`config.mk`:
```
export PLATFORM = sky130hd
export DESIGN_NAME = wb_timeout_reg
export DESIGN_NICKNAME = d
export VERILOG_FILES = /design/src/rtl/wb_pkg.sv /design/src/rtl/wb_timeout_reg.sv
export SDC_FILE = /design/constraint.sdc
export NUM_CORES = 1
export LEC_CHECK = 0
export BUFFER_PORTS_ARGS = -buffer_cell sky130_fd_sc_hd__buf_2
export CORE_MARGIN = 2
export CORE_UTILIZATION = 51
export CTS_BUF_LIST = sky130_fd_sc_hd__clkbuf_4 sky130_fd_sc_hd__clkbuf_8 sky130_fd_sc_hd__clkbuf_16
export DETAILED_ROUTE_END_ITERATION = 16
export PLACE_DENSITY = 0.95
export SYNTH_ARGS = -nofsm -noshare
export SYNTH_HDL_FRONTEND = slang
export SYNTH_SLANG_ARGS = --single-unit
export TNS_END_PERCENT = 30
```
`constraint.sdc`:
```
create_clock -name clk -period 3.9 [get_ports clk]
set_input_delay 0.195 -clock clk [delete_from_list [all_inputs] [get_ports clk]]
set_output_delay 0.195 -clock clk [all_outputs]
set_load 0.02 [all_outputs]
```
`src/rtl/wb_pkg.sv`:
```
// Shared Wishbone definitions: FSM state encoding and slave termination codes.
package wb_pkg;

    typedef logic [1:0] state_t;

    localparam state_t IDLE = 2'd0;
    localparam state_t REQ  = 2'd1;
    localparam state_t RESP = 2'd2;

    typedef logic [1:0] term_t;

    localparam term_t TERM_NONE = 2'd0;
    localparam term_t TERM_ACK  = 2'd1;
    localparam term_t TERM_ERR  = 2'd2;
    localparam term_t TERM_RTY  = 2'd3;

    // Collapse slave terminations to one code, ack > err > rty.
    function automatic term_t term_pick(input logic ack, input logic err, input logic rty);
        if (ack) begin
            return TERM_ACK;
        end else if (err) begin
            return TERM_ERR;
        end else if (rty) begin
            return TERM_RTY;
        end
        return TERM_NONE;
    endfunction

endpackage

```
`src/rtl/wb_timeout_reg.sv`:
```
// Registered Wishbone classic stage between arbiter and shared slave, with a
// watchdog that forces err and records the address when the slave stalls.
module wb_timeout_reg
    import wb_pkg::*;
#(
    parameter int unsigned DATA_WIDTH   = 32,
    parameter int unsigned ADDR_WIDTH   = 32,
    parameter int unsigned SELECT_WIDTH = DATA_WIDTH / 8,
    parameter int unsigned TIMEOUT      = 256,
    parameter int unsigned CNT_WIDTH    = (TIMEOUT > 0) ? $clog2(TIMEOUT + 1) : 1
) (
    input  logic                    clk,
    input  logic                    rst_n,
    input  logic [ADDR_WIDTH-1:0]   wbm_adr_i,
    input  logic [DATA_WIDTH-1:0]   wbm_dat_i,
    output logic [DATA_WIDTH-1:0]   wbm_dat_o,
    input  logic                    wbm_we_i,
    input  logic [SELECT_WIDTH-1:0] wbm_sel_i,
    input  logic                    wbm_stb_i,
    input  logic                    wbm_cyc_i,
    output logic                    wbm_ack_o,
    output logic                    wbm_err_o,
    output logic                    wbm_rty_o,
    output logic [ADDR_WIDTH-1:0]   wbs_adr_o,
    output logic [DATA_WIDTH-1:0]   wbs_dat_o,
    output logic                    wbs_we_o,
    output logic [SELECT_WIDTH-1:0] wbs_sel_o,
    output logic                    wbs_stb_o,
    output logic                    wbs_cyc_o,
    input  logic [DATA_WIDTH-1:0]   wbs_dat_i,
    input  logic                    wbs_ack_i,
    input  logic                    wbs_err_i,
    input  logic                    wbs_rty_i,
    output logic                    timeout_o,
    output logic [ADDR_WIDTH-1:0]   timeout_adr_o
);

    localparam logic [CNT_WIDTH-1:0] CNT_LAST = CNT_WIDTH'(TIMEOUT - 1);
    localparam bit                   WDOG_EN  = (TIMEOUT != 0);

    state_t                  state;
    state_t                  state_nx;
    logic [CNT_WIDTH-1:0]    cnt;
    logic [CNT_WIDTH-1:0]    cnt_d;
    logic                    req_act;
    logic                    req_act_d;
    logic [ADDR_WIDTH-1:0]   wbs_adr_d;
    logic [DATA_WIDTH-1:0]   wbs_dat_d;
    logic                    wbs_we_d;
    logic [SELECT_WIDTH-1:0] wbs_sel_d;
    logic [DATA_WIDTH-1:0]   wbm_dat_d;
    logic                    wbm_ack_d;
    logic                    wbm_err_d;
    logic                    wbm_rty_d;
    logic                    timeout_d;
    logic [ADDR_WIDTH-1:0]   timeout_adr_d;

    logic                    launch;
    logic                    abort;
    logic                    slv_term;
    logic                    expire;
    term_t                   slv_code;

    assign launch   = wbm_cyc_i & wbm_stb_i;
    assign abort    = ~wbm_cyc_i;
    assign slv_term = wbs_ack_i | wbs_err_i | wbs_rty_i;
    assign expire   = WDOG_EN && (cnt == CNT_LAST);
    assign slv_code = term_pick(wbs_ack_i, wbs_err_i, wbs_rty_i);

    // cyc and stb always travel together per transfer
    assign wbs_cyc_o = req_act;
    assign wbs_stb_o = req_act;

    always_ff @(posedge clk or negedge rst_n) begin
        if (!rst_n) begin
            state <= IDLE;
        end else begin
            state <= state_nx;
        end
    end

    // Master abort outranks slave termination, which outranks watchdog expiry.
    always_comb begin
        state_nx = state;
        case (state)
            IDLE: if (launch) state_nx = REQ;
            REQ: begin
                if (abort) begin
                    state_nx = IDLE;
                end else if (slv_term || expire) begin
                    state_nx = RESP;
                end
            end
            RESP:    state_nx = IDLE;
            default: state_nx = IDLE;
        endcase
    end

    always_comb begin
        cnt_d         = cnt;
        req_act_d     = req_act;
        wbs_adr_d     = wbs_adr_o;
        wbs_dat_d     = wbs_dat_o;
        wbs_we_d      = wbs_we_o;
        wbs_sel_d     = wbs_sel_o;
        wbm_dat_d     = wbm_dat_o;
        wbm_ack_d     = 1'b0;
        wbm_err_d     = 1'b0;
        wbm_rty_d     = 1'b0;
        timeout_d     = 1'b0;
        timeout_adr_d = timeout_adr_o;
        case (state)
            IDLE: begin
                if (launch) begin
                    wbs_adr_d = wbm_adr_i;
                    wbs_dat_d = wbm_dat_i;
                    wbs_we_d  = wbm_we_i;
                    wbs_sel_d = wbm_sel_i;
                    req_act_d = 1'b1;
                    cnt_d     = '0;
                end
            end
            REQ: begin
                if (abort) begin
                    req_act_d = 1'b0;
                end else if (slv_term) begin
                    req_act_d = 1'b0;
                    wbm_dat_d = wbs_dat_i;
                    case (slv_code)
                        TERM_ACK: wbm_ack_d = 1'b1;
                        TERM_ERR: wbm_err_d = 1'b1;
                        TERM_RTY: wbm_rty_d = 1'b1;
                        default:  ;
                    endcase
                end else if (expire) begin
                    req_act_d     = 1'b0;
                    wbm_err_d     = 1'b1;
                    timeout_d     = 1'b1;
                    timeout_adr_d = wbs_adr_o;
                    wbm_dat_d     = '0;
                end else begin
                    cnt_d = cnt + CNT_WIDTH'(1);
                end
            end
            default: ;
        endcase
    end

    always_ff @(posedge clk or negedge rst_n) begin
        if (!rst_n) begin
            cnt           <= '0;
            req_act       <= 1'b0;
            wbs_adr_o     <= '0;
            wbs_dat_o     <= '0;
            wbs_we_o      <= 1'b0;
            wbs_sel_o     <= '0;
            wbm_dat_o     <= '0;
            wbm_ack_o     <= 1'b0;
            wbm_err_o     <= 1'b0;
            wbm_rty_o     <= 1'b0;
            timeout_o     <= 1'b0;
            timeout_adr_o <= '0;
        end else begin
            cnt           <= cnt_d;
            req_act       <= req_act_d;
            wbs_adr_o     <= wbs_adr_d;
            wbs_dat_o     <= wbs_dat_d;
            wbs_we_o      <= wbs_we_d;
            wbs_sel_o     <= wbs_sel_d;
            wbm_dat_o     <= wbm_dat_d;
            wbm_ack_o     <= wbm_ack_d;
            wbm_err_o     <= wbm_err_d;
            wbm_rty_o     <= wbm_rty_d;
            timeout_o     <= timeout_d;
            timeout_adr_o <= timeout_adr_d;
        end
    end

endmodule

```
==> results of run 1 <==
[routing by layer]
metal  share of wire (%)  vias up  wire [um]  track usage, %
li1                    -     1920          -               -
met1                  36     2181       5710            28.6
met4                 5.3        0        825            16.3
met3                 5.7       65        889            7.00
met2                  53      222       8260            45.4
met5                   0        -          0               0
[cells by family (layout without fill, tap and decap cells)]
kind of cell / count (synthesis) / after routing / share of synthesized area (%)
buffers and inverters: 28 / 342 / 3.46
DFF: 149 / 149 / 64.0
muxes: 101 / 101 / 21.4
AOI/OAI and AO/OA: 53 / 53 / 6.88
and+or+nand+nor: 33 / 33 / 3.80
adders and majority gates: 2 / 2 / 0.430
[final cells by class]
| class | instances | area share (%) |
|---|---|---|
| Timing Repair Buffer | 304 | 22.0 |
| Sequential cell | 149 | 45.3 |
| Clock buffer | 20 | 5.52 |
| Multi-Input combinational cell | 189 | 23.2 |
| Tap cell | 143 | 2.17 |
| Clock inverter | 12 | 1.58 |
| Inverter | 6 | 0.274 |
[placed cells by master (no fill, tap or decap), drive strengths merged, types with 3 or more instances in the layout]
cell type,synthesis,layout
o21ai,11,11
mux2,101,101
dfrtp,149,149
inv,6,7
nor2,5,5
nand2,5,5
clkbuf,0,20
a21oi,4,4
clkinv,0,4
clkinvlp,0,5
a22o,34,34
nand3,4,4
buf,22,250
nand2b,3,3
dlygate4sd3,0,54
[power by group]
part / internal, mW / switching [mW]
Combinational: 0.417 / 0.572
Clock: 0.970 / 0.625
Sequential: 1.78 / 0.156
Total: 3.17 / 1.35
[sequential cells by signal, indices dropped and copies added (netlist names)]
register	flops
timeout_adr_o	32
wbm_dat_o	32
wbs_adr_o	32
wbs_dat_o	32
cnt	9
wbs_sel_o	4
state	2
timeout_o	1
wbm_ack_o	1
wbm_err_o	1
wbm_rty_o	1
wbs_cyc_o	1
wbs_we_o	1
[worst max path at each step]
stage	to	startpoint
after floorplan	cnt[4]	cnt[3]
after global placement	wbm_dat_o[10]	cnt[3]
after detailed placement	wbm_dat_o[17]	cnt[3]
after CTS	wbm_dat_o[1]	cnt[3]
after global routing	wbm_dat_o[0]	cnt[3]
final	wbm_dat_o[0]	cnt[3]
[worst max-delay path, cell delays in order, from the launching register on]
cell and delay, ns:
dfrtp_1 0.44, and4_1 0.25, and4_1 0.21, ha_1 0.26
nor4_4 0.32, nand2b_1 1.04, a22o_1 0.31
==> out/results.ini, run 1 <==
[clock_tree]
clock_latency_ns = 0.42
cts.clk_slew.worst_paths_ns = 0.06
cts.sinks = 149
cts-root-buf = clkbuf_16
h-tree-depth = 4
cts_resized = 0
post-cts-setup-buffer-count = 0
cts_tree = built
ctsHoldBuffers = 54
max-clock-path-buffers = 2
cts_inserted_buffers = 17

[place]
place_area_sq_um = 7110
port_buffers = 246
place_ws_ns = 1.14
dp_hpwl_mm = 9.89
gp_congestion = 0.804
dp.cells = 737

[pwr]
power.total_mw = 4.52
p_leak_nw = 4.32
p_per_area_nw_per_um2 = 549
vdd_drop_max_mv = 0.469

[yosys]
synth_area_sq_um = 5820
synth-edff-count = 0
netlist_top_cells_count = 149 x dfrtp_1, 62 x mux2_2, 34 x a22o_1
synth_cells = 366
synth.distinct_cells = 34
yosys_warnings = 0
yosysMostFrequentCell = dfrtp_1
synthTopCellsByArea = dfrtp_1 64%, mux2_2 12%, mux2_4 7.5%
ys_seq_area_share_pct = 64.0
synth_top_cell_by_area = dfrtp_1
synth.avg_cell_area_sq_um = 15.9
synth_flop_cell = dfrtp_1
ys_ff_latch = 149
synth_top_area_share_pct = 64.0
async_reset_ff_share_pct = 100
synth_fp_nets = 476

[layout]
multi_input_area_sq_um = 1910
area_delta_synth_final_pct = 41.4
final_util_pct = 73.0
drive_above_1_share_pct = 55.7
nets = 777
seqCellArea_sq_um = 3730
fillCellCount = 671
fin_area_sq_um = 8230
finalNonFillerCells = 823
antenna_cells = 0

[critical_path]
worst-path-max-fanout = 33
crit_type = flop to flop
reg2reg_depth = 6
endpoint_kind = flop
rr_startpoint = cnt[3]
critPathArrivalTime_ns = 3.25
required_ns = 4.24
r2r_end = wbm_dat_o[0]
start_kind = flop
reg2reg_slack_ns = 0.99

[status]
run_status = finished, final reports clean

[floorplan]
die_h_um = 111
die_area_sq_um = 12300
row_count = 39
num_io_pins = 247
core_area_sq_um = 11300
die_w_um = 111
start_util_pct = 51.7

[job]
cap_violations = 0

[min_path]
hold_start = wbs_dat_i[18]
hold_depth = 2
whs_endpoint = wbm_dat_o[18]
hold_class = input port to flop

[grt]
grt_overflow_total = 0
grt_pass1_vias = 4695
grt_usage_pct = 26.2
grt_first_pass_wirelength_mm = 24.9
grt_max_degree = 73
antenna_found_initial = 0

[timing]
rsz0062_at_grt = false
hold_violations = 0
fin_worst_hold_slack_ns = 0.0160
fmax_mhz = 344
maxSlewViolCount = 0
min_period_over_period_pct = 74.6
period_minus_slack_ns = 2.91
relSlewSlack_pct = 13.4
setup_tns_ns = 0
setup_violations = 0
fin_ws_ns = 0.990
fin_skew_ns = 0.00856
tightestPinTransition_ns = 1.30

[route]
avgViaCountPerCell = 5.33
via_count = 4388
drtIter0Drc = 291
totalWireLength_mm = 15.7
postRouteAntennaNets = 0
first_pass_iters = 4
wire_per_inst_um = 19.1
drc = 0

Note: power is estimated with default switching activity, not from simulation.
==> inputs of run 2 (changes only) <==
Settings changed: ABC_AREA set to 1, CORE_UTILIZATION 51 to 48, PLACE_DENSITY 0.95 to 0.9.
Clock period 3.9 ns to 2.9 ns, I/O delays scaled along.
==> run 2 against run 1 <==
  * Clock power rose by 44%
  * Routed wire length rose by 23%
  * Synthesized cell count rose by 42%
  * Worst hold slack improved by 0.073 ns
  * Sequential power rose by 71%
  * Sequential share of layout area fell by 3.2 points
  * Via count rose by 24%
==> out/results.ini, run 2 <==
[route]
first_pass_iters = 5
postRouteAntennaNets = 0
drtIter0Drc = 602
totalWireLength_mm = 19.2
avgViaCountPerCell = 5.26
wire_per_inst_um = 18.7
via_count = 5420
drc = 0

[critical_path]
endpoint_kind = flop
critPathArrivalTime_ns = 2.63
start_kind = flop
crit_type = flop to flop
reg2reg_slack_ns = 0.53
worst-path-max-fanout = 66
required_ns = 3.16
r2r_end = timeout_adr_o[13]
rr_startpoint = cnt[0]
reg2reg_depth = 10

[clock_tree]
cts-root-buf = clkbuf_16
h-tree-depth = 4
cts_inserted_buffers = 17
cts.sinks = 149
cts_tree = built
clock_latency_ns = 0.43
max-clock-path-buffers = 2
post-cts-setup-buffer-count = 0
ctsHoldBuffers = 105
cts.clk_slew.worst_paths_ns = 0.07
cts_resized = 0

[layout]
fin_area_sq_um = 8860
finalNonFillerCells = 1030
final_common_cell = buf_2
fillCellCount = 675
area_delta_synth_final_pct = 51.2
nets = 980
final_cell_mix = 245 x buf_2, 149 x dfrtp_1, 127 x nand2_1
antenna_cells = 0
drive_above_1_share_pct = 41.0
final_util_pct = 74.1

[timing]
min_period_over_period_pct = 81.7
fin_worst_hold_slack_ns = 0.0886
fmax_mhz = 422
hold_violations = 0
tightestPinTransition_ns = 0.814
rsz0062_at_grt = false
period_minus_slack_ns = 2.37
fin_skew_ns = 0.0125
setup_violations = 0
relSlewSlack_pct = 45.8
fin_ws_ns = 0.530
maxSlewViolCount = 0
setup_tns_ns = 0

[floorplan]
num_io_pins = 247
die_w_um = 115
row_count = 40
start_util_pct = 49.0
core_area_sq_um = 12000
die_h_um = 115
die_area_sq_um = 13100

[pwr]
p_leak_nw = 4.59
p_clk_share_pct = 26.7
p_int_mw = 5.34
seqPwrFrac_pct = 38.3
pwr-share-comb_pct = 35.0
p_per_area_nw_per_um2 = 977
power.total_mw = 8.66
p_switching_mw = 3.32
swShare_pct = 38.4
vdd_drop_max_mv = 0.737

[job]
cap_violations = 0

[place]
place_ws_ns = 0.675
dp_hpwl_mm = 10.2
dp.cells = 893
gp_congestion = 0.839
place_area_sq_um = 7200
port_buffers = 246

[yosys]
yosys_warnings = 0
synth_area_sq_um = 5860
netlist_top_cells_count = 149 x dfrtp_1, 128 x nand2_1, 69 x mux2_2
async_reset_ff_share_pct = 100
ys_ff_latch = 149
synth.avg_cell_area_sq_um = 11.3
synth_cells = 518
synth_fp_nets = 628
yosysMostFrequentCell = dfrtp_1
synthTopCellsByArea = dfrtp_1 64%, mux2_2 13%, nand2_1 8.2%
synth-edff-count = 0
synth_flop_cell = dfrtp_1
synth_top_cell_by_area = dfrtp_1
synth.distinct_cells = 25
synth_top_area_share_pct = 63.6
ys_seq_area_share_pct = 63.6

[min_path]
hold_start = wbm_cyc_i
hold_class = input port to flop
hold_depth = 3
whs_endpoint = wbm_ack_o

[grt]
use_met2_pct = 50.6
grt_usage_pct = 30.1
antenna_found_initial = 0
grt_overflow_total = 0
grt_pass1_vias = 5561
grtUsageMet1_pct = 34.2
busiest_layer = met2
grt_first_pass_wirelength_mm = 29.6
grt_max_degree = 90
use_met3_pct = 10.4

[status]
run_status = finished, final reports clean

[run 2: changes by cell type after synthesis, moves of 7 or more]
cell     before  now
inv_1         6   46
nand3_1       3   38
buf_4         8    1
mux2_1       10    0
mux2_4       29    0
o21ai_1       2   18
mux2_2       62   69
o21ai_0       9   21
nand2_1       4  128
a22o_1       34    0
buf_2         5   14
[run 2: critical path: stages, from the launching register on]
cell,delay [ns]
dfrtp_1,0.38
ha_1,0.20
nand2_1,0.08
inv_1,0.08
nand2_1,0.06
nor2_1,0.10
ha_1,0.20
inv_1,0.10
nor3_4,0.18
buf_4,0.54
o21ai_0,0.25
[run 2: cell type report]
cell class	count	area (sq um)	area share (%)
repair buffers	357	2350	26.5
flip-flops and latches	149	3730	42.1
clock buffers	18	439	4.95
well taps	147	184	2.08
multi-input cells	297	1810	20.5
clock inverters	14	173	1.95
inverters	48	180	2.03
[run 2: layer usage]
metal / routed length, um / up-vias
met1: 7050 / 2602
li1: - / 2377
met3: 1830 / 73
met2: 9590 / 368
met4: 748 / 0
met5: 0 / -
[run 2: worst max path at each step]
stage          startpoint                 to
3_5_place_dp       cnt[0]   timeout_adr_o[1]
2_1_floorplan      cnt[0]  timeout_adr_o[13]
5_1_grt            cnt[0]  timeout_adr_o[25]
3_3_place_gp       cnt[0]      wbm_dat_o[15]
4_1_cts            cnt[0]   timeout_adr_o[3]
6_report           cnt[0]  timeout_adr_o[13]
[run 2: cell families (layout without fill, tap and decap cells)]
group	after synthesis	after routing	share of synthesized area, %
buf+inv	72	437	5.61
xor+xnor	2	2	0.299
simple gates	180	180	12.9
fa+ha+maj	2	2	0.427
flops	149	149	63.6
compound gates	44	44	3.95
mux	69	69	13.3
[run 2: power groups by stage]
stage                     Combinational [mW]  Sequential, mW  Clock [mW]
after global placement                  2.74            3.21           0
after global routing                    3.20            3.37        2.42
after CTS                               2.93            3.24        2.31
final                                   3.03            3.31        2.31
after detailed placement                2.82            3.25           0
after floorplan                        0.850            4.09           0
==> inputs of run 3 (changes only) <==
Clock period 2.9 ns to 2.45 ns, I/O delays scaled along.
==> run 3 against run 2 <==
  * Combinational power increased by 17%
  * Flip-flop and latch count unchanged
  * Register-to-register slack worse by 0.12 ns
  * First-iteration DRC count down 22%
  * Sequential share of layout area down 0.32 points
  * Non-clock buffer count up 5
  * Critical path depth increased by 1
  * Global-route usage shrank 1.4 points
  * Sequential power increased by 18%
==> out/results.ini, run 3 (synthesis gave the netlist of run 2 again) <==
[status]
run_status = finished, final reports clean

[clock_tree]
max-clock-path-buffers = 2
cts-root-buf = clkbuf_16
post-cts-setup-buffer-count = 0
h-tree-depth = 4
cts.sinks = 149
clock_latency_ns = 0.42
cts_tree = built
cts.clk_slew.worst_paths_ns = 0.06
cts_inserted_buffers = 17

[place]
dp_hpwl_mm = 10.2
port_buffers = 246
place_area_sq_um = 7260
gp_congestion = 0.901
dp.cells = 898
place_ws_ns = 0.464

[route]
avgViaCountPerCell = 5.12
wire_per_inst_um = 17.9
first_pass_iters = 5
drc = 0
postRouteAntennaNets = 0
drtIter0Drc = 467
totalWireLength_mm = 18.5
via_count = 5299

[min_path]
hold_class = input port to flop

[critical_path]
max_stage_delay_ns = 0.37
critPathArrivalTime_ns = 2.35
crit_type = flop to flop
slowest_stage = dfrtp_1
worst-path-max-fanout = 66
required_ns = 2.76
start_kind = flop
crit_top_cell = nand2_1
crit_path_cell_trace = ha_1 > nand2_1 > inv_1 > nand2_1 > nor2_1 > ha_1 > inv_1 > nor3_4 > buf_12 > nand2_1 > o21ai_0
endpoint_kind = flop

[grt]
grt_pass1_vias = 5508
grt_max_degree = 74
grt_first_pass_wirelength_mm = 28.5
antenna_found_initial = 0
grt_overflow_total = 0
grt_usage_pct = 28.7

[pwr]
power.total_mw = 10.2
vdd_drop_max_mv = 0.750
p_switching_mw = 3.78
p_leak_nw = 4.61
swShare_pct = 37.2
seqPwrFrac_pct = 38.2
p_clk_share_pct = 26.8
pwr-share-comb_pct = 35.0
p_per_area_nw_per_um2 = 1140
p_int_mw = 6.38

[floorplan]
die_w_um = 115
start_util_pct = 49.0
die_area_sq_um = 13100
row_count = 40
num_io_pins = 247
core_area_sq_um = 12000
die_h_um = 115

[timing]
relSlewSlack_pct = 54.2
hold_violations = 0
setup_violations = 0
min_period_over_period_pct = 83.5
fin_skew_ns = 0.0160
rsz0062_at_grt = false
fin_ws_ns = 0.405
fmax_mhz = 489
maxSlewViolCount = 0
tightestPinTransition_ns = 0.687
period_minus_slack_ns = 2.05
setup_tns_ns = 0

[layout]
final_cell_mix = 245 x buf_2, 149 x dfrtp_1, 127 x nand2_1
finalNonFillerCells = 1034
antenna_cells = 0
nets = 985
fin_area_sq_um = 8930
drive_above_1_share_pct = 41.3
final_common_cell = buf_2
area_delta_synth_final_pct = 52.3

[job]
cap_violations = 0

## run 3: worst paths after layout
check / slack, ns / from / cells past startpoint / end
max: 0.40 / cnt[0] / 11 / timeout_adr_o[2]
min: 0.09 / wbm_cyc_i / 3 / wbm_ack_o
max reg2reg: 0.40 / cnt[0] / 11 / timeout_adr_o[2]
min reg2reg: 0.46 / wbm_dat_o[3] / 2 / wbm_dat_o[3]
max in group asynchronous: 1.45 / rst_n / 3 / wbm_dat_o[6]
min in group asynchronous: 0.31 / rst_n / 2 / wbs_adr_o[27]
## run 3: critical path: cells and delay by family, from the launching register on
kind            cells  cell delay, ns
fa+ha+maj           2            0.40
buf+inv             3            0.46
compound gates      1            0.14
simple gates        5            0.56
flops               1            0.37
## run 3: what timing repair did
item / 4_1_cts / 5_1_grt
hold endpoints to repair: 174 / 0
setup endpoints to repair: 0 / 0
hold buffers: 105 / 0
resized for setup: 0 / 0
## run 3: stage by stage
stage	hold slack [ns]	utilization (%)
3_5_place_dp	0.188	60.7
6_report	0.0903	74.7
4_1_cts	0.0774	74.7
3_3_place_gp	0.187	60.7
5_1_grt	0.0801	74.7
2_1_floorplan	-0.173	-
## run 3: layout make-up
type,count,area (sq um)
tap,147,184
sequential,149,3730
multi-input combinational,297,1810
fill,708,3030
inverter,48,180
clock inverter,10,144
timing repair buffer,362,2410
clock buffer,21,474
## run 3: metal layers
metal	share of wire [%]	track usage, %	wire [um]	vias to the layer above
met5	0	0	0	-
li1	-	-	-	2395
met2	49	47.5	9080	312
met1	38	33.7	7060	2539
met3	9.5	10.9	1750	53
met4	3.2	12.0	583	0
## run 3: power groups by stage
stage	Sequential [mW]	Clock (mW)	Combinational [mW]
after floorplan	4.85	0	1.01
after global placement	3.80	0	3.26
after detailed placement	3.84	0	3.35
after CTS	3.83	2.74	3.48
after global routing	3.97	2.89	3.78
final	3.89	2.72	3.56
